## src/rtl/mem_ctrl.sv

```systemverilog
`default_nettype none
// +--------------------------------------------------------------------------+
// | mem_ctrl : byte-serial load/store responder for a byte-wide, 1-cycle     |
// |            read-latency synchronous RAM (little-endian)                  |
// | Rev 1.0                                                                  |
// +--------------------------------------------------------------------------+
module mem_ctrl #(
  parameter int RAM_AW = 17
) (
  input  logic              clk,
  input  logic              reset,
  input  logic              ram_read,
  input  logic              ram_write,
  input  logic [31:0]       ram_addr,
  input  logic [31:0]       ram_data_i,
  input  logic [2:0]        ram_length,
  input  logic              ram_signed,
  output logic              ram_busy,
  output logic              ram_ready,
  output logic [31:0]       ram_data_o,
  output logic [RAM_AW-1:0] mem_a,
  output logic [7:0]        mem_dout,
  input  logic [7:0]        mem_din,
  output logic              mem_wr
);

  typedef enum logic [1:0] {
    IDLE = 2'd0,
    RD   = 2'd1,
    WR   = 2'd2,
    DONE = 2'd3
  } state_t;

  state_t            r_state, w_state;
  logic [2:0]        r_cnt, w_cnt, w_cnt_inc;
  logic [2:0]        r_len, w_len, w_len_dec;
  logic              r_sgn, w_sgn;
  logic [RAM_AW-1:0] r_addr, w_addr, w_addr_step, w_mem_a;
  logic [3:0][7:0]   r_data, w_data, r_bytes, w_bytes, w_cap;
  logic [31:0]       w_ext, w_data_o;
  logic [7:0]        w_mem_dout;
  logic              w_mem_wr;
  logic              w_unused;

  // Upper address bits are intentionally dropped: the RAM space wraps.
  assign w_unused    = &{1'b0, ram_addr[31:RAM_AW]};
  assign w_cnt_inc   = r_cnt + 3'd1;
  assign w_addr_step = r_addr + RAM_AW'(w_cnt_inc);

  always_comb begin
    case (ram_length)
      3'd1:    w_len_dec = 3'd1;
      3'd2:    w_len_dec = 3'd2;
      default: w_len_dec = 3'd4;
    endcase
  end

  // Byte buffer with the byte arriving this cycle merged in, so the final
  // byte can feed the result on the same edge it is captured.
  always_comb begin
    w_cap = r_bytes;
    if (r_cnt != 3'd0) w_cap[r_cnt[1:0] - 2'd1] = mem_din;
  end

  always_comb begin
    case (r_len)
      3'd1:    w_ext = {{24{r_sgn & w_cap[0][7]}}, w_cap[0]};
      3'd2:    w_ext = {{16{r_sgn & w_cap[1][7]}}, w_cap[1], w_cap[0]};
      default: w_ext = w_cap;
    endcase
  end

  always_comb begin
    w_state    = r_state;
    w_cnt      = r_cnt;
    w_len      = r_len;
    w_sgn      = r_sgn;
    w_addr     = r_addr;
    w_data     = r_data;
    w_bytes    = r_bytes;
    w_mem_a    = mem_a;
    w_mem_dout = mem_dout;
    w_mem_wr   = 1'b0;
    w_data_o   = ram_data_o;
    case (r_state)
      IDLE: begin
        if (ram_write) begin
          w_state    = WR;
          w_cnt      = 3'd0;
          w_len      = w_len_dec;
          w_addr     = ram_addr[RAM_AW-1:0];
          w_data     = ram_data_i;
          w_mem_a    = ram_addr[RAM_AW-1:0];
          w_mem_dout = ram_data_i[7:0];
          w_mem_wr   = 1'b1;
          w_data_o   = 32'd0;
        end else if (ram_read) begin
          w_state  = RD;
          w_cnt    = 3'd0;
          w_len    = w_len_dec;
          w_sgn    = ram_signed;
          w_addr   = ram_addr[RAM_AW-1:0];
          w_mem_a  = ram_addr[RAM_AW-1:0];
          w_data_o = 32'd0;
        end
      end
      RD: begin
        w_bytes = w_cap;
        if (r_cnt == r_len) begin
          w_state  = DONE;
          w_data_o = w_ext;
        end else begin
          w_cnt = w_cnt_inc;
          if (w_cnt_inc < r_len) w_mem_a = w_addr_step;
        end
      end
      WR: begin
        if (r_cnt == r_len - 3'd1) begin
          w_state = DONE;
        end else begin
          w_cnt      = w_cnt_inc;
          w_mem_a    = w_addr_step;
          w_mem_dout = r_data[w_cnt_inc[1:0]];
          w_mem_wr   = 1'b1;
        end
      end
      DONE: w_state = IDLE;
      default: w_state = IDLE;
    endcase
  end

  always_ff @(posedge clk) begin
    if (reset) begin
      r_state    <= IDLE;
      r_cnt      <= 3'd0;
      r_len      <= 3'd0;
      r_sgn      <= 1'b0;
      r_addr     <= '0;
      r_data     <= '0;
      r_bytes    <= '0;
      ram_busy   <= 1'b0;
      ram_ready  <= 1'b0;
      ram_data_o <= 32'd0;
      mem_a      <= '0;
      mem_dout   <= 8'd0;
      mem_wr     <= 1'b0;
    end else begin
      r_state    <= w_state;
      r_cnt      <= w_cnt;
      r_len      <= w_len;
      r_sgn      <= w_sgn;
      r_addr     <= w_addr;
      r_data     <= w_data;
      r_bytes    <= w_bytes;
      ram_busy   <= (w_state != IDLE);
      ram_ready  <= (w_state == DONE);
      ram_data_o <= w_data_o;
      mem_a      <= w_mem_a;
      mem_dout   <= w_mem_dout;
      mem_wr     <= w_mem_wr;
    end
  end

endmodule
`default_nettype wire

```

## config.mk

```make
export PLATFORM = sky130hd
export DESIGN_NAME = mem_ctrl
export DESIGN_NICKNAME = d
export VERILOG_FILES = /design/src/rtl/mem_ctrl.sv
export SDC_FILE = /design/constraint.sdc
export NUM_CORES = 1
export LEC_CHECK = 0
export CORE_ASPECT_RATIO = 2
export CORE_UTILIZATION = 56
export DETAILED_ROUTE_END_ITERATION = 8
export PLACE_DENSITY_LB_ADDON = 0.05
export SYNTH_ARGS = -nofsm -noshare
export SYNTH_HDL_FRONTEND = slang
export SYNTH_SLANG_ARGS = --single-unit
```

## constraint.sdc

```tcl
create_clock -name clk -period 5.48 [get_ports clk]
set_clock_uncertainty 0.2 [all_clocks]
set_input_delay 1.096 -clock clk [delete_from_list [all_inputs] [get_ports clk]]
set_output_delay 1.096 -clock clk [all_outputs]
set_load 0.05 [all_outputs]
```

==> reports/metrics.cfg, run 1 <==
[drt]
via_per_inst = 5.70
drtAntennaViolNets = 0
vias = 5906
wl_per_cell_um = 16.2
first_pass_iters = 4
drtIter0Drc = 250
wl_um = 16800
drc_errors = 0

[synth]
synth_edf_count = 0
ys_async_sr_fraction = 0
ys.flop_type = dfxtp_1
syn_nets = 881
synth_cell_types = 52
ys_ff_latch = 150
ys_seq_area_frac = 0.435
synth_top_area_share = 0.435
yosysTopAreaCell = dfxtp_1
avgSynthCellArea_um2 = 8.86
synthMostInstantiatedCell = dfxtp_1
synth_warnings = 0
ys_top_cells_by_area = dfxtp_1, mux2i_1, nand2_1
netlist_area_mm2 = 0.00691
syn_inst = 780
ys_top_cells_by_count = dfxtp_1, nand2_1, a21oi_1

[run_status]
status = complete, no violations

[sta]
setup_ws_ns = 1.81
worst_slew_pin_slew_ns = 1.22
rsz0062_at_grt = false
fmax_ghz = 0.273
setup_violations = 0
slew_headroom = 0.181
slew_viol_final = 0
whs_ns = 0.252
finalCritPeriodShare = 0.669
setup_tns_ns = 0
hold_violations = 0
fin_crit_ns = 3.67

[flow_run]
cap_violations = 0

[global_route]
grtUsageTotal = 0.277
antenna_found_initial = 1
grt_pass1_wl_um = 27700
grt_max_degree = 99
grt_pass1_vias = 5956
overflow = 0

[worst_setup_path]
critical_path_arrival_ns = 3.81
worstSetupEndpointType = register
critPathKind = register to register
slowest_stage = ha_1
critPathMaxFanout = 32
required_ns = 5.62
startpoint_type = register
crit_chain = inv_1 -> ha_1 -> nor2b_1 -> and4_1 -> nor2b_1 -> o211ai_1 -> o211ai_1
worst_path_largest_cell_delay_ns = 0.90

[power_and_ir_drop]
power.share.clock = 0.267
switching_power_mw = 1.77
swShare = 0.403
ir_drop_mv = 0.468
power_density_mw_per_mm2 = 501
total_power_mw = 4.38
power_leakage_nw = 3.58
power.share.combinational = 0.410
p_seq_frac = 0.323
p_int_mw = 2.61

[clock_network]
clkTransAtPathRegs_ns = 0.07
post_cts_buffers = 0
cts_sinks = 150
insertion_delay_ns = 0.42
post_cts_resized = 0
clockBufferDepth = 2
root_buffer = clkbuf_16
hold_buffers = 0
cts_tree = yes
numCtsBuffers = 17
htree_levels = 4

[placement]
place_hpwl_um = 12000
post_dp_cell_area_mm2 = 0.00816
post-place-ws_ns = 1.52
place_congestion = 0.808
port_buffers = 124

[floorplan]
pin_count = 140
initial_utilization = 0.573
rows = 57
die_h_um = 159
coreArea_mm2 = 0.0121
die_w_um = 80.5
dieArea_mm2 = 0.0128

[min_path]
hold_path_class = register to register

[layout]
fin_nets = 977
drive_gt1_frac = 0.0585
stdcell_area_mm2 = 0.00875
area_growth_pct = 26.7

[metrics by stage]
step           cells   util
2_1_floorplan    780      -
4_1_cts         1036  0.726
5_1_grt         1037  0.726
6_report        1037  0.726
3_5_place_dp    1004  0.677
3_3_place_gp    1004  0.677
[power groups by stage]
stage,combinational [mW],sequential (mW),clock (mW)
floorplan,1.13,1.65,0
global placement,1.75,1.43,0
detailed placement,1.79,1.44,0
CTS,1.80,1.42,1.18
global route,1.97,1.44,1.23
finish,1.79,1.42,1.17
[kinds of logic (layout without fill, tap and decap cells)]
kind of cell | after synthesis | in the layout | share of synthesized area
and+or+nand+nor | 275 | 275 | 0.178
muxes | 77 | 77 | 0.126
adders and majority gates | 21 | 21 | 0.0391
buffers and inverters | 65 | 174 | 0.0371
xor gates and xnor gates | 18 | 18 | 0.0248
AOI/OAI and AO/OA | 174 | 174 | 0.160
DFF | 150 | 150 | 0.435
other | 0 | 1 | 0
[area by class of cell]
cell class,instances,area (um^2)
clock buffers,18,439
flip-flops and latches,150,3000
repair buffers,128,1270
fillers,953,3300
clock inverters,14,154
diodes,1,2.50
well taps,147,184
inverters,14,52.6
multi-input cells,565,3650
[cell usage in the layout, fill, tap and decap left out, types with 3 or more instances in the layout]
cell / Yosys / layout
nand2b_1: 11 / 11
xnor2_1: 9 / 9
mux2i_1: 67 / 67
clkdlybuf4s50_1: 0 / 123
a211o_1: 11 / 11
inv_6: 0 / 5
o2111ai_1: 6 / 6
nor3_1: 3 / 3
o21a_1: 5 / 5
nand3_1: 10 / 10
inv_1: 14 / 14
o211ai_1: 20 / 20
nor2b_1: 7 / 7
o21ai_0: 14 / 14
mux4_2: 8 / 8
nor2_1: 68 / 68
dfxtp_1: 150 / 150
and4_1: 3 / 3
nand4_1: 3 / 3
and2_1: 3 / 3
inv_8: 0 / 5
ha_1: 20 / 20
a211oi_1: 19 / 19
buf_4: 0 / 5
or3_1: 3 / 3
a22o_1: 10 / 10
a21oi_1: 78 / 78
nand2_1: 140 / 140
clkbuf_16: 0 / 17
and3_1: 5 / 5
xor2_1: 8 / 8
nand3b_1: 9 / 9
[worst max-delay path: cells and delay by family (launching register included)]
kind	cells	cell delay, ns
compound gates	2	0.96
fa+ha+maj	1	0.90
buf+inv	1	0.10
flops	1	0.35
simple gates	3	1.05
[per-layer routing]
layer,wire (um),global-route usage
met1,6110,0.287
met2,9130,0.498
met3,828,0.0562
met4,752,0.157
met5,0,0
[state kept, by name (all words and copies together), names as in the netlist]
signal      cells
mem_a          17
r_addr         17
r_cnt           3
ram_ready       1
r_len           3
mem_wr          1
ram_data_o     32
r_data         32
r_sgn           1
r_bytes        32
r_state         2
ram_busy        1
mem_dout        8
[worst paths after layout]
kind | from | endpoint | slack (ns) | cells after the start
setup / recovery | r_state[1]$_SDFF_PP0_ | ram_data_o[30]$_SDFFE_PP0P_ | 1.81 | 7
hold reg to reg | r_data[21]$_SDFFE_PP0P_ | r_data[21]$_SDFFE_PP0P_ | 0.25 | 2
hold / removal | r_data[21]$_SDFFE_PP0P_ | r_data[21]$_SDFFE_PP0P_ | 0.25 | 2
setup reg to reg | r_state[1]$_SDFF_PP0_ | ram_data_o[30]$_SDFFE_PP0P_ | 1.81 | 7
No activity file was read; power rests on OpenSTA's default activity.
==> run 2: changes to the inputs <==
CORE_UTILIZATION = 52   (was 56)
clock period = 3.7 ns   (was 5.48 ns; I/O delays follow)
==> reports/metrics.cfg, run 2 (synthesis gave the netlist of run 1 again) <==
[run_status]
status = complete, no violations

[global_route]
grt_pass1_vias = 5753  ; -3.4%
antenna_found_initial = 0  ; -1
grt_max_degree = 103  ; +4.0%
grt_pass1_wl_um = 27000  ; -2.5%
grtUsageTotal = 0.245  ; -0.0320
overflow = 0  ; unchanged

[drt]
drtAntennaViolNets = 0  ; unchanged
drc_errors = 0  ; unchanged
wl_per_cell_um = 15.8  ; -2.7%
vias = 5876  ; -0.51%
via_per_inst = 5.61  ; -1.6%
first_pass_iters = 4  ; unchanged
drtIter0Drc = 234  ; -6.4%
wl_um = 16500  ; -1.6%

[power_and_ir_drop]
power_density_mw_per_mm2 = 739  ; +48%
power.share.combinational = 0.413  ; +0.003
ir_drop_mv = 0.596  ; +27%
swShare = 0.394  ; -0.00975
power_leakage_nw = 3.61  ; +1.0%
p_int_mw = 3.94  ; +51%
switching_power_mw = 2.56  ; +45%
power.share.clock = 0.265  ; -0.002
p_seq_frac = 0.322  ; about the same

[clock_network]
hold_buffers = 0  ; unchanged
cts_sinks = 150  ; unchanged
clkTransAtPathRegs_ns = 0.06  ; about the same
post_cts_resized = 0  ; unchanged
numCtsBuffers = 17  ; unchanged
htree_levels = 4  ; unchanged
post_cts_buffers = 0  ; unchanged
clockBufferDepth = 2  ; unchanged
insertion_delay_ns = 0.43  ; about the same
root_buffer = clkbuf_16
cts_tree = yes

[sta]
hold_violations = 0  ; unchanged
setup_tns_ns = 0  ; unchanged
setup_violations = 0  ; unchanged
fmax_ghz = 0.325  ; +19%
finalCritPeriodShare = 0.831  ; +0.162
rsz0062_at_grt = false
slew_headroom = 0.307  ; +0.126
slew_viol_final = 0  ; unchanged
fin_crit_ns = 3.08  ; -0.590 ns
worst_slew_pin_slew_ns = 1.04  ; -0.184 ns

[floorplan]
coreArea_mm2 = 0.0130  ; +7.8%
die_h_um = 165  ; +3.7%
die_w_um = 83.5  ; +3.7%
dieArea_mm2 = 0.0138  ; +7.5%
rows = 59  ; +3.5%
initial_utilization = 0.532  ; -0.0415
pin_count = 140  ; unchanged

[worst_setup_path]
critPathKind = register to register
cp_top_family = simple AND/OR/NAND/NOR gates
startpoint_type = register
worst_path_largest_cell_delay_ns = 0.46  ; -0.44 ns
critical_path_arrival_ns = 3.24  ; -0.57 ns
slowest_stage = dfxtp_1
critPathMaxFanout = 7  ; -78%
crit_buf_inv = 2  ; +1
required_ns = 3.87  ; -1.75 ns
worstSetupEndpointType = register
crit_chain = inv_1 -> ha_1 -> inv_1 -> fa_1 -> nor2b_1 -> o2111ai_1 -> or4_1 -> o2111ai_1 -> a22o_1

[layout]
utilization = 0.678  ; -0.0485
area_growth_pct = 27.5
fin_nets = 984  ; +0.72%
antenna_cells = 0  ; -1
final_common_cell = dfxtp_1
layout_common_cells = dfxtp_1, nand2_1, clkdlybuf4s50_1
drive_gt1_frac = 0.0647  ; +0.00624
fill_cells = 1102  ; +16%
top_regs = r_bytes: 32 flops, r_data: 32 flops, ram_data_o: 32 flops

[placement]
place_congestion = 0.838  ; +3.7%
port_buffers = 124  ; unchanged
place_hpwl_um = 12000  ; +0.19%

[min_path]
hold_path_class = register to register

[flow_run]
cap_violations = 0  ; unchanged

run 2: layout make-up:
cell class / instances / area, um^2 / area share
clock inverter: 13 / 146 / 0.0166
tap: 152 / 190 / 0.0216
clock buffer: 19 / 443 / 0.0503
sequential: 150 / 3000 / 0.341
timing repair buffer: 135 / 1320 / 0.150
multi-input combinational: 565 / 3650 / 0.414
inverter: 14 / 52.6 / 0.00597
run 2: per-stage QoR:
stage / instance area, um^2 / std cells / total power [mW] / setup slack, ns / hold WS [ns]
global placement: 8220 / 1016 / 4.76 / 0.540 / 0.239
detailed placement: 8220 / 1016 / 4.82 / 0.417 / 0.245
global route: 8800 / 1048 / 6.88 / 0.451 / 0.272
finish: 8800 / 1048 / 6.51 / 0.624 / 0.255
CTS: 8800 / 1048 / 6.55 / 0.639 / 0.255
floorplan: 6910 / 780 / 4.11 / 0.109 / 0.232
run 2: power by group through the flow:
| stage | registers [mW] | logic (mW) | clock network, mW |
|---|---|---|---|
| after global placement | 2.11 | 2.64 | 0 |
| after detailed placement | 2.13 | 2.69 | 0 |
| after global routing | 2.13 | 2.94 | 1.80 |
| final | 2.10 | 2.69 | 1.72 |
| after CTS | 2.10 | 2.71 | 1.75 |
| after floorplan | 2.44 | 1.67 | 0 |
run 2: path summary, 6_finish.rpt:
| path | from | endpoint | slack (ns) | cells past startpoint |
|---|---|---|---|---|
| worst max-delay path | r_cnt[1]$_SDFFE_PP0P_ | mem_a[16]$_SDFFE_PP0P_ | 0.62 | 9 |
| worst min-delay path | mem_a[7]$_SDFFE_PP0P_ | mem_a[7]$_SDFFE_PP0P_ | 0.25 | 2 |
| worst max register to register | r_cnt[1]$_SDFFE_PP0P_ | mem_a[16]$_SDFFE_PP0P_ | 0.62 | 9 |
| worst min register to register | mem_a[7]$_SDFFE_PP0P_ | mem_a[7]$_SDFFE_PP0P_ | 0.25 | 2 |
run 2: worst min-delay path, cell delays in order (launching register included):
cell and delay (ns):
dfxtp_1 0.31, nand2_1 0.05, a21oi_1 0.05
run 2: layer usage:
layer,track usage,part of all wire,vias to the layer above
li1,-,-,2927
met1,0.244,0.37,2767
met2,0.477,0.55,143
met3,0.0455,0.042,39
met4,0.128,0.036,0
met5,0,0,-
==> run 3: changes to the inputs <==
CORE_UTILIZATION = 47   (was 52)
clock period = 2.6 ns   (was 3.7 ns; I/O delays follow)
==> reports/metrics.cfg, run 3 (synthesis gave the netlist of run 1 again) <==
[floorplan]
dieArea_mm2 = 0.0152  ; +10%
pin_count = 140  ; unchanged
die_w_um = 87.7  ; +5.1%
rows = 62  ; +5.1%
initial_utilization = 0.481  ; -0.0503
coreArea_mm2 = 0.0144  ; +10%
die_h_um = 173  ; +5.1%

[clock_network]
htree_levels = 4  ; unchanged
cts_tree = yes
insertion_delay_ns = 0.43  ; about the same
clkTransAtPathRegs_ns = 0.06  ; about the same
clockBufferDepth = 2  ; unchanged
hold_buffers = 0  ; unchanged
cts_sinks = 150  ; unchanged
root_buffer = clkbuf_16
numCtsBuffers = 17  ; unchanged

[min_path]
whs_endpoint = r_bytes[18]$_SDFFE_PP0P_
hold_path_startpoint = reset
hold_path_class = input pin to register
min_delay_path_depth = 2  ; unchanged

[power_and_ir_drop]
ir_drop_mv = 0.831  ; +39%
power_density_mw_per_mm2 = 1050  ; +43%
switching_power_mw = 3.92  ; +53%
power_leakage_nw = 3.82  ; +5.8%
swShare = 0.401  ; +0.00729
p_seq_frac = 0.305  ; -0.017
power.share.combinational = 0.445  ; +0.032
p_int_mw = 5.86  ; +48%
power.share.clock = 0.250  ; -0.015
total_power_mw = 9.78  ; +50%

[drt]
first_pass_iters = 5  ; +1
vias = 6059  ; +3.1%
drtAntennaViolNets = 0  ; unchanged
wl_um = 18000  ; +8.5%
routed-wl-met3_um = 666  ; -3.9%
wl_met1_um = 6480  ; +6.5%
routed-wl-met2_um = 9940  ; +8.3%
drc_errors = 0  ; unchanged
via_per_inst = 5.39  ; -3.9%
wl_per_cell_um = 16.0  ; +1.2%
drtIter0Drc = 268  ; +15%
top_layer = met4

[layout]
antenna_cells = 0  ; unchanged
drive_gt1_frac = 0.115  ; +0.0501
fin_nets = 1020  ; +3.7%
area_growth_pct = 34.3
stdcell_area_mm2 = 0.00928  ; +5.4%
utilization = 0.647  ; -0.0310
layout_common_cells = dfxtp_1, nand2_1, clkdlybuf4s50_1
top_regs = r_bytes: 32 flops, r_data: 32 flops, ram_data_o: 32 flops
stdcell_count = 1124  ; +7.3%
final_common_cell = dfxtp_1

[sta]
slew_viol_final = 0  ; unchanged
setup_violations = 0  ; unchanged
worst_slew_pin_slew_ns = 0.579  ; -0.460 ns
slew_headroom = 0.613  ; +0.306
hold_violations = 0  ; unchanged
setup_tns_ns = 0  ; unchanged
rsz0062_at_grt = true
whs_ns = 0.161  ; -0.0943 ns
finalCritPeriodShare = 0.989  ; +0.157
fmax_ghz = 0.389  ; +20%
setup_ws_ns = 0.0293  ; -0.594 ns
fin_crit_ns = 2.57  ; -0.506 ns

[worst_setup_path]
critPathKind = register to register
critical_path_arrival_ns = 2.69  ; -0.55 ns
r2r_cells = 8  ; -1
worstSetupEndpointType = register
reg2reg_to = mem_a[16]$_SDFFE_PP0P_
r2r_slack_ns = 0.03  ; -0.59 ns
r2r_start = r_cnt[0]$_SDFFE_PP0P_
startpoint_type = register
required_ns = 2.72  ; -1.15 ns
critPathMaxFanout = 6  ; -1

[global_route]
antenna_found_initial = 0  ; unchanged
overflow = 0  ; unchanged
grt_pass1_vias = 6195  ; +7.7%
grtUsageTotal = 0.251  ; +0.00605
grt_max_degree = 120  ; +17%
grt_pass1_wl_um = 29600  ; +9.6%

[run_status]
status = complete, no violations

[placement]
numPlacedInstances = 1089  ; +7.2%
place_congestion = 0.890  ; +6.2%
post-place-ws_ns = -0.103  ; -0.520 ns
post_dp_cell_area_mm2 = 0.00861  ; +4.8%
place_hpwl_um = 12900  ; +7.2%
port_buffers = 124  ; unchanged

[flow_run]
cap_violations = 0  ; unchanged

==> run 3: changes by cell type in the layout (fill, tap and decap cells not counted), moves of 2 or more <==
cell / delta
or4_4: +2
ha_4: +2
buf_4: +28
clkinv_2: -3
ha_1: -2
clkinv_8: +2
buf_12: +5
dfxtp_1: -2
inv_8: +2
nor2b_1: -2
nor2b_4: +2
==> run 3: layout make-up <==
class                      instances  area [um^2]
clock buffer                      18          429
clock inverter                    14          164
multi-input combinational        567         3740
tap                              192          240
sequential                       150         3010
inverter                          14         52.6
fill                            1210         5070
timing repair buffer             169         1640
==> run 3: per-layer routing <==
layer,vias up,track usage
met5,-,0
met4,0,0.157
met3,54,0.0448
met2,177,0.456
met1,2819,0.254
li1,3009,-
==> run 3: timing repair <==
item	in CTS	in global routing
pin swaps	1	9
cloned	2	0
gates resized for setup	5	9
buffers inserted	0	1
endpoints found under the setup margin	12	14
hold endpoints to repair	0	0
==> run 3: critical path: stages, from the launching register on <==
cell and delay [ns]:
dfxtp_4 0.36, ha_4 0.16, xor2_2 0.15, ha_1 0.32
o21ai_2 0.19, a21oi_4 0.07, or4_4 0.61, nor2b_4 0.17
a22o_1 0.22
==> run 3: power by group through the flow <==
stage	Clock (mW)	Combinational [mW]	Sequential [mW]
final	2.45	4.35	2.98
after global routing	2.59	4.75	3.03
after CTS	2.50	4.33	2.98
after detailed placement	0	4.17	3.03
after global placement	0	4.08	3.00
after floorplan	0	2.42	3.48
==> run 3: worst max path at each step <==
stage	from	cells past startpoint	slack [ns]	to
after CTS	r_cnt[0]$_SDFFE_PP0P_	9	0.003	mem_a[15]$_SDFFE_PP0P_
final	r_cnt[0]$_SDFFE_PP0P_	8	0.03	mem_a[16]$_SDFFE_PP0P_
after floorplan	r_cnt[0]$_SDFFE_PP0P_	11	0.007	mem_a[16]$_SDFFE_PP0P_
after detailed placement	r_cnt[0]$_SDFFE_PP0P_	8	-0.10	mem_a[16]$_SDFFE_PP0P_
after global routing	r_cnt[0]$_SDFFE_PP0P_	9	-0.02	mem_a[16]$_SDFFE_PP0P_
after global placement	r_cnt[0]$_SDFFE_PP0P_	8	-0.06	mem_a[16]$_SDFFE_PP0P_
